## src/rtl/regfile_mp_if.sv

```systemverilog
// rtl/regfile_mp_if.sv - write, read and scoreboard bundle for the multi-port register file
interface regfile_mp_if #(
  parameter int DATA_W = 32,
  parameter int ADDR_W = 5,
  parameter int NUM_RD = 2
);
  logic                     we0;
  logic [ADDR_W-1:0]        waddr0;
  logic [DATA_W-1:0]        wdata0;
  logic                     we1;
  logic [ADDR_W-1:0]        waddr1;
  logic [DATA_W-1:0]        wdata1;
  logic [NUM_RD-1:0]        re;
  logic [NUM_RD*ADDR_W-1:0] raddr;
  logic [NUM_RD*DATA_W-1:0] rdata;
  logic                     set_busy;
  logic [ADDR_W-1:0]        set_addr;
  logic [NUM_RD-1:0]        busy;

  modport master (
    output we0, waddr0, wdata0, we1, waddr1, wdata1,
    output re, raddr, set_busy, set_addr,
    input  rdata, busy
  );

  modport slave (
    input  we0, waddr0, wdata0, we1, waddr1, wdata1,
    input  re, raddr, set_busy, set_addr,
    output rdata, busy
  );
endinterface

```

## src/rtl/regfile_mp.sv

```systemverilog
// rtl/regfile_mp.sv - multi-port register file, 2 write ports, bypass, optional busy scoreboard (REGFILE_SCOREBOARD_EN)
module regfile_mp #(
  parameter int DATA_W  = 32,
  parameter int ADDR_W  = 5,
  parameter int NUM_RD  = 2,
  parameter int ZERO_R0 = 1
) (
  input  logic        clk,
  input  logic        rst,
  regfile_mp_if.slave bus
);
  localparam int DEPTH = 1 << ADDR_W;

  logic [DATA_W-1:0] regs [DEPTH];

  // A write is effective only if enabled and not aimed at a hardwired zero register
  logic wr0_ok;
  logic wr1_ok;
  assign wr0_ok = bus.we0 && !((ZERO_R0 != 0) && (bus.waddr0 == '0));
  assign wr1_ok = bus.we1 && !((ZERO_R0 != 0) && (bus.waddr1 == '0));

  // Storage update; port 1 is assigned last so it wins a same-address dual write
  always_ff @(posedge clk) begin
    if (rst) begin
      for (int k = 0; k < DEPTH; k++) regs[k] <= '0;
    end else begin
      if (wr0_ok) regs[bus.waddr0] <= bus.wdata0;
      if (wr1_ok) regs[bus.waddr1] <= bus.wdata1;
    end
  end

`ifdef REGFILE_SCOREBOARD_EN
  logic [DEPTH-1:0] busy_q;
  logic             set_ok;
  assign set_ok = bus.set_busy && !((ZERO_R0 != 0) && (bus.set_addr == '0));

  // Busy bits: writes clear, set is applied last so a new producer wins a collision
  always_ff @(posedge clk) begin
    if (rst) begin
      busy_q <= '0;
    end else begin
      if (bus.we0) busy_q[bus.waddr0] <= 1'b0;
      if (bus.we1) busy_q[bus.waddr1] <= 1'b0;
      if (set_ok)  busy_q[bus.set_addr] <= 1'b1;
    end
  end
`else
  logic unused_sb;
  assign unused_sb = ^{bus.set_busy, bus.set_addr};
  assign bus.busy  = '0;
`endif

  for (genvar i = 0; i < NUM_RD; i++) begin : g_rd
    logic [ADDR_W-1:0] ra;
    logic              zero_hit;
    logic              hit0;
    logic              hit1;
    logic [DATA_W-1:0] rd_val;

    assign ra       = bus.raddr[i*ADDR_W +: ADDR_W];
    assign zero_hit = (ZERO_R0 != 0) && (ra == '0);
    assign hit0     = wr0_ok && (bus.waddr0 == ra);
    assign hit1     = wr1_ok && (bus.waddr1 == ra);

    // Read mux: masked reads first, then the younger in-flight write, older write, storage
    always_comb begin
      rd_val = regs[ra];
      if (rst || !bus.re[i] || zero_hit) rd_val = '0;
      else if (hit1)                     rd_val = bus.wdata1;
      else if (hit0)                     rd_val = bus.wdata0;
    end

    assign bus.rdata[i*DATA_W +: DATA_W] = rd_val;

`ifdef REGFILE_SCOREBOARD_EN
    // Any same-cycle write to the operand satisfies it through the bypass
    assign bus.busy[i] = !rst && bus.re[i] && busy_q[ra]
                         && !(bus.we0 && (bus.waddr0 == ra))
                         && !(bus.we1 && (bus.waddr1 == ra));
`endif
  end
endmodule
```

## src/flat_wrapper.sv

```systemverilog
// flat-port wrapper written by rule: the top's interface ports become plain ports
module regfile_mp_flat 
#(
  parameter int DATA_W  = 32,
  parameter int ADDR_W  = 5,
  parameter int NUM_RD  = 2,
  parameter int ZERO_R0 = 1
)
  (clk, rst, bus_we0, bus_waddr0, bus_wdata0, bus_we1, bus_waddr1, bus_wdata1, bus_re, bus_raddr, bus_set_busy, bus_set_addr, bus_rdata, bus_busy);
  regfile_mp_if #(.DATA_W(DATA_W), .ADDR_W(ADDR_W), .NUM_RD(NUM_RD)) bus_i ();
  input  logic clk;
  input  logic rst;
  input wire logic [$bits(bus_i.we0)-1:0] bus_we0;
  input wire logic [$bits(bus_i.waddr0)-1:0] bus_waddr0;
  input wire logic [$bits(bus_i.wdata0)-1:0] bus_wdata0;
  input wire logic [$bits(bus_i.we1)-1:0] bus_we1;
  input wire logic [$bits(bus_i.waddr1)-1:0] bus_waddr1;
  input wire logic [$bits(bus_i.wdata1)-1:0] bus_wdata1;
  input wire logic [$bits(bus_i.re)-1:0] bus_re;
  input wire logic [$bits(bus_i.raddr)-1:0] bus_raddr;
  input wire logic [$bits(bus_i.set_busy)-1:0] bus_set_busy;
  input wire logic [$bits(bus_i.set_addr)-1:0] bus_set_addr;
  output wire logic [$bits(bus_i.rdata)-1:0] bus_rdata;
  output wire logic [$bits(bus_i.busy)-1:0] bus_busy;
  assign bus_i.we0 = bus_we0;
  assign bus_i.waddr0 = bus_waddr0;
  assign bus_i.wdata0 = bus_wdata0;
  assign bus_i.we1 = bus_we1;
  assign bus_i.waddr1 = bus_waddr1;
  assign bus_i.wdata1 = bus_wdata1;
  assign bus_i.re = bus_re;
  assign bus_i.raddr = bus_raddr;
  assign bus_i.set_busy = bus_set_busy;
  assign bus_i.set_addr = bus_set_addr;
  assign bus_rdata = bus_i.rdata;
  assign bus_busy = bus_i.busy;
  regfile_mp #(.DATA_W(DATA_W), .ADDR_W(ADDR_W), .NUM_RD(NUM_RD), .ZERO_R0(ZERO_R0)) u_core (.clk(clk), .rst(rst), .bus(bus_i));
endmodule
```

## config.mk

```make
export PLATFORM = sky130hd
export DESIGN_NAME = regfile_mp_flat
export DESIGN_NICKNAME = d
export VERILOG_FILES = /design/src/rtl/regfile_mp_if.sv /design/src/rtl/regfile_mp.sv /design/src/flat_wrapper.sv
export SDC_FILE = /design/constraint.sdc
export NUM_CORES = 2
export LEC_CHECK = 0
export CAP_MARGIN = 0
export CORE_MARGIN = 10
export CORE_UTILIZATION = 48
export CTS_CLUSTER_SIZE = 20
export DETAILED_ROUTE_END_ITERATION = 6
export PLACE_DENSITY = 0.67
export SLEW_MARGIN = 20
export SYNTH_ARGS = -nofsm -noshare
export SYNTH_HDL_FRONTEND = slang
export SYNTH_SLANG_ARGS = --single-unit
```

## constraint.sdc

```tcl
create_clock -name clk -period 9.05 [get_ports clk]
set_input_delay 1.81 -clock clk [delete_from_list [all_inputs] [get_ports clk]]
set_output_delay 1.81 -clock clk [all_outputs]
set_load 0.005 [all_outputs]
```

==> impl_metrics.yaml <==
outcome:
  outcome: "complete, no violations"
power_and_ir_drop:
  p_leak_nw: 23.6
  p_seq_share_pct: 48.8
  power_mw: 11.6
  clkPwrFrac_pct: 37.2
  p_per_area_nw_per_um2: 173
  ir_drop_v: 0.000152
  sw_frac_of_total_pct: 26.7
  power_switching_mw: 3.09
  power_frac_comb_pct: 13.9
  internal-power_mw: 8.49
placement:
  gp_congestion: 1.05
  io_buffers: 153
  dpl_worst_slack_ns: 1.41
  dpl.hpwl_mm: 133
  post_dp_cell_area_sq_um: 63500
min_path:
  whs_path_depth: 2
  worst_hold_path_type: "input pin to flip-flop"
  holdPathEnd: "u_core.regs[0][30]"
  hold_start: "rst"
synth:
  synth_area_leaders: "edfxtp_1 (52%), a22o_1 (15%), mux2i_1 (12%)"
  synth_top_family_by_area: "compound AO/OA/AOI/OAI gates"
  synth-simple-area-share_pct: 3.07
  yosys_most_used_dff: "edfxtp_1"
  synth_top_area_share_pct: 51.5
  synth_cells: 4535
  synthXorXnorAreaFrac_pct: 0.294
  synthArstFlopShare_pct: 0
  ys_seq_area_share_pct: 51.5
  syn_avg_cell_area_sq_um: 13.2
  synth-adder-area-share_pct: 0
  synth_compound_area_share_pct: 20.9
  yosys.area.top_type: "edfxtp_1"
  synth_edf_count: 1024
  synth.mux.area_fraction_pct: 19.1
  ys_warn_count: 0
  synth_cell_types: 56
  syn_area_sq_um: 59700
  ys_ff_latch: 1024
critical_path:
  worstPathArrival_ns: 6.14
  path_cells: "clkdlybuf4s50_1 > nand4b_1 > buf_12 > buf_4 > o22ai_1 > nor4_1 > buf_4 > nand4_1 > a22o_1 > clkdlybuf4s50_1"
  start_kind: "input pin"
  path_max_fanout: 18
  cp-end-kind: "primary output"
  crit_type: "input pin to primary output"
  slowest_delay_ns: 0.87
  critPathSlowestCell: "clkdlybuf4s50_1"
  cp.required_ns: 7.24
floorplan:
  die_h_um: 373
  start_util_pct: 48.3
  core_region_area_sq_um: 124000
  die_w_um: 373
  rows: 129
  ioPinCount: 162
  die_area_sq_um: 139000
finish:
  multiInputGateArea_sq_um: 27000
  mostFrequentLayoutCells: "edfxtp_1 (1024), a22o_1 (1023), mux2i_1 (691)"
  largest_register_ffs: 1024
  fin_util_pct: 54.1
  final_cell_area_sq_um: 66800
  drive_gt1_share_pct: 16.2
  syn_to_final_growth_pct: 12.0
  layout_commonest_cell: "edfxtp_1"
  reg_top3: "u_core.regs (1024)"
  finalNetCount: 4473
  largest-register: "u_core.regs"
  fillers: 10200
  regArea_sq_um: 30700
sta:
  setup_ws_ns: 1.10
  maxSlewViolCount: 0
  hold_viol_final: 0
  max_freq_mhz: 126
  grt_setup_unrepaired: "no"
  tightest_slew_ns: 1.20
  fin_crit_sh_pct: 87.8
  maxSlewHeadroom_pct: 19.4
  setup_violations: 0
  tns_ns: 0
  min_period_ns: 7.95
clocking:
  cts_tree: "done"
  cts-resized-gates: 0
  cts_setup_buffers: 0
  h-tree-depth: 3
  clockBufferDepth: 3
  clkSinkCount: 1024
  ctsHoldBuffers: 0
  numCtsBuffers: 111
  root_buffer: "clkbuf_16"
  path_clk_slew_ns: 0.06
detailed_routing:
  viasPerCell: 7.68
  vias: 47000
  drc: 0
  drt-initial-drc-count: 7870
  post_drt_wl_per_cell_um: 38.9
  routed_wl_mm: 238
  ant_nets: 0
  first_pass_iters: 7
global_route:
  overflow: 0
  antenna_found_initial: 9
  grt_pass1_wl_mm: 330
  grt_max_degree: 109
  grt_pass1_vias: 45500
  grtUsageTotal_pct: 33.0
run:
  max-cap-violations: 0
==> layout make-up <==
type / count / share of cell area (%)
diodes: 4 / 0.0150
repair buffers: 414 / 5.45
inverters: 2 / 0.0112
clock buffers: 151 / 4.44
multi-input cells: 2824 / 40.4
flip-flops and latches: 1024 / 46.0
clock inverters: 56 / 0.558
well taps: 1637 / 3.06
==> power groups by stage <==
stage          clock network, mW  logic (mW)  registers, mW
3_5_place_dp                   0        1.54           5.74
3_3_place_gp                   0        1.52           5.72
6_report                    4.31        1.61           5.65
5_1_grt                     4.49        1.65           5.68
2_1_floorplan                  0       0.938           5.71
4_1_cts                     4.30        1.55           5.64
==> worst max-delay path by stage <==
stage / slack (ns) / cells past startpoint / start / endpoint
after floorplan: 3.66 / 4 / bus_waddr0[2] / u_core.regs[16][0]
after global placement: 1.37 / 10 / bus_raddr[9] / bus_rdata[51]
after detailed placement: 1.41 / 10 / bus_raddr[9] / bus_rdata[51]
after CTS: 1.39 / 10 / bus_raddr[9] / bus_rdata[51]
after global routing: 1.16 / 10 / bus_raddr[9] / bus_rdata[51]
final: 1.10 / 10 / bus_raddr[9] / bus_rdata[51]
==> critical path: cells and delay by family <==
family,cells,cell delay [ns]
AND/OR/NAND/NOR,3,1.79
buffers and inverters,5,2.10
AO/OA/AOI/OAI,2,0.42
==> cells in the mapped netlist (all sizes together) (6+ instances only) <==
library cell / number
a22o: 1023
o22ai: 280
o21a: 31
buf: 275
mux2i: 691
edfxtp: 1024
xor2: 7
a221oi: 62
nand4: 39
xnor2: 13
nand4bb: 6
nand2: 42
o221ai: 24
or4: 34
o21ai: 135
nor4: 32
clkbuf: 443
nor3: 66
nor2: 47
mux4: 199
nand3b: 8
nand4b: 8
==> through the flow <==
stage | cells | hold WS, ns
after global placement | 5900 | 2.60
after global routing | 6111 | 1.90
after CTS | 6107 | 1.87
after floorplan | 4568 | 2.01
after detailed placement | 5900 | 2.60
final | 6112 | 1.90
==> cells by family (layout without fill, tap and decap cells) <==
| logic type | count (synthesis) | in the layout |
|---|---|---|
| xor+xnor | 20 | 20 |
| flops | 1024 | 1024 |
| other cells | 1 | 38 |
| compound gates | 1568 | 1568 |
| mux | 890 | 890 |
| simple gates | 312 | 312 |
| buf+inv | 720 | 623 |
==> routing by layer <==
layer	GRT usage (%)	part of all wire [%]	vias up
met1	42.3	36	23400
met2	47.8	43	4264
met5	0	0.0084	-
li1	-	-	18500
met3	12.3	16	797
met4	18.8	6.2	2
No activity file was read; power rests on OpenSTA's default activity.
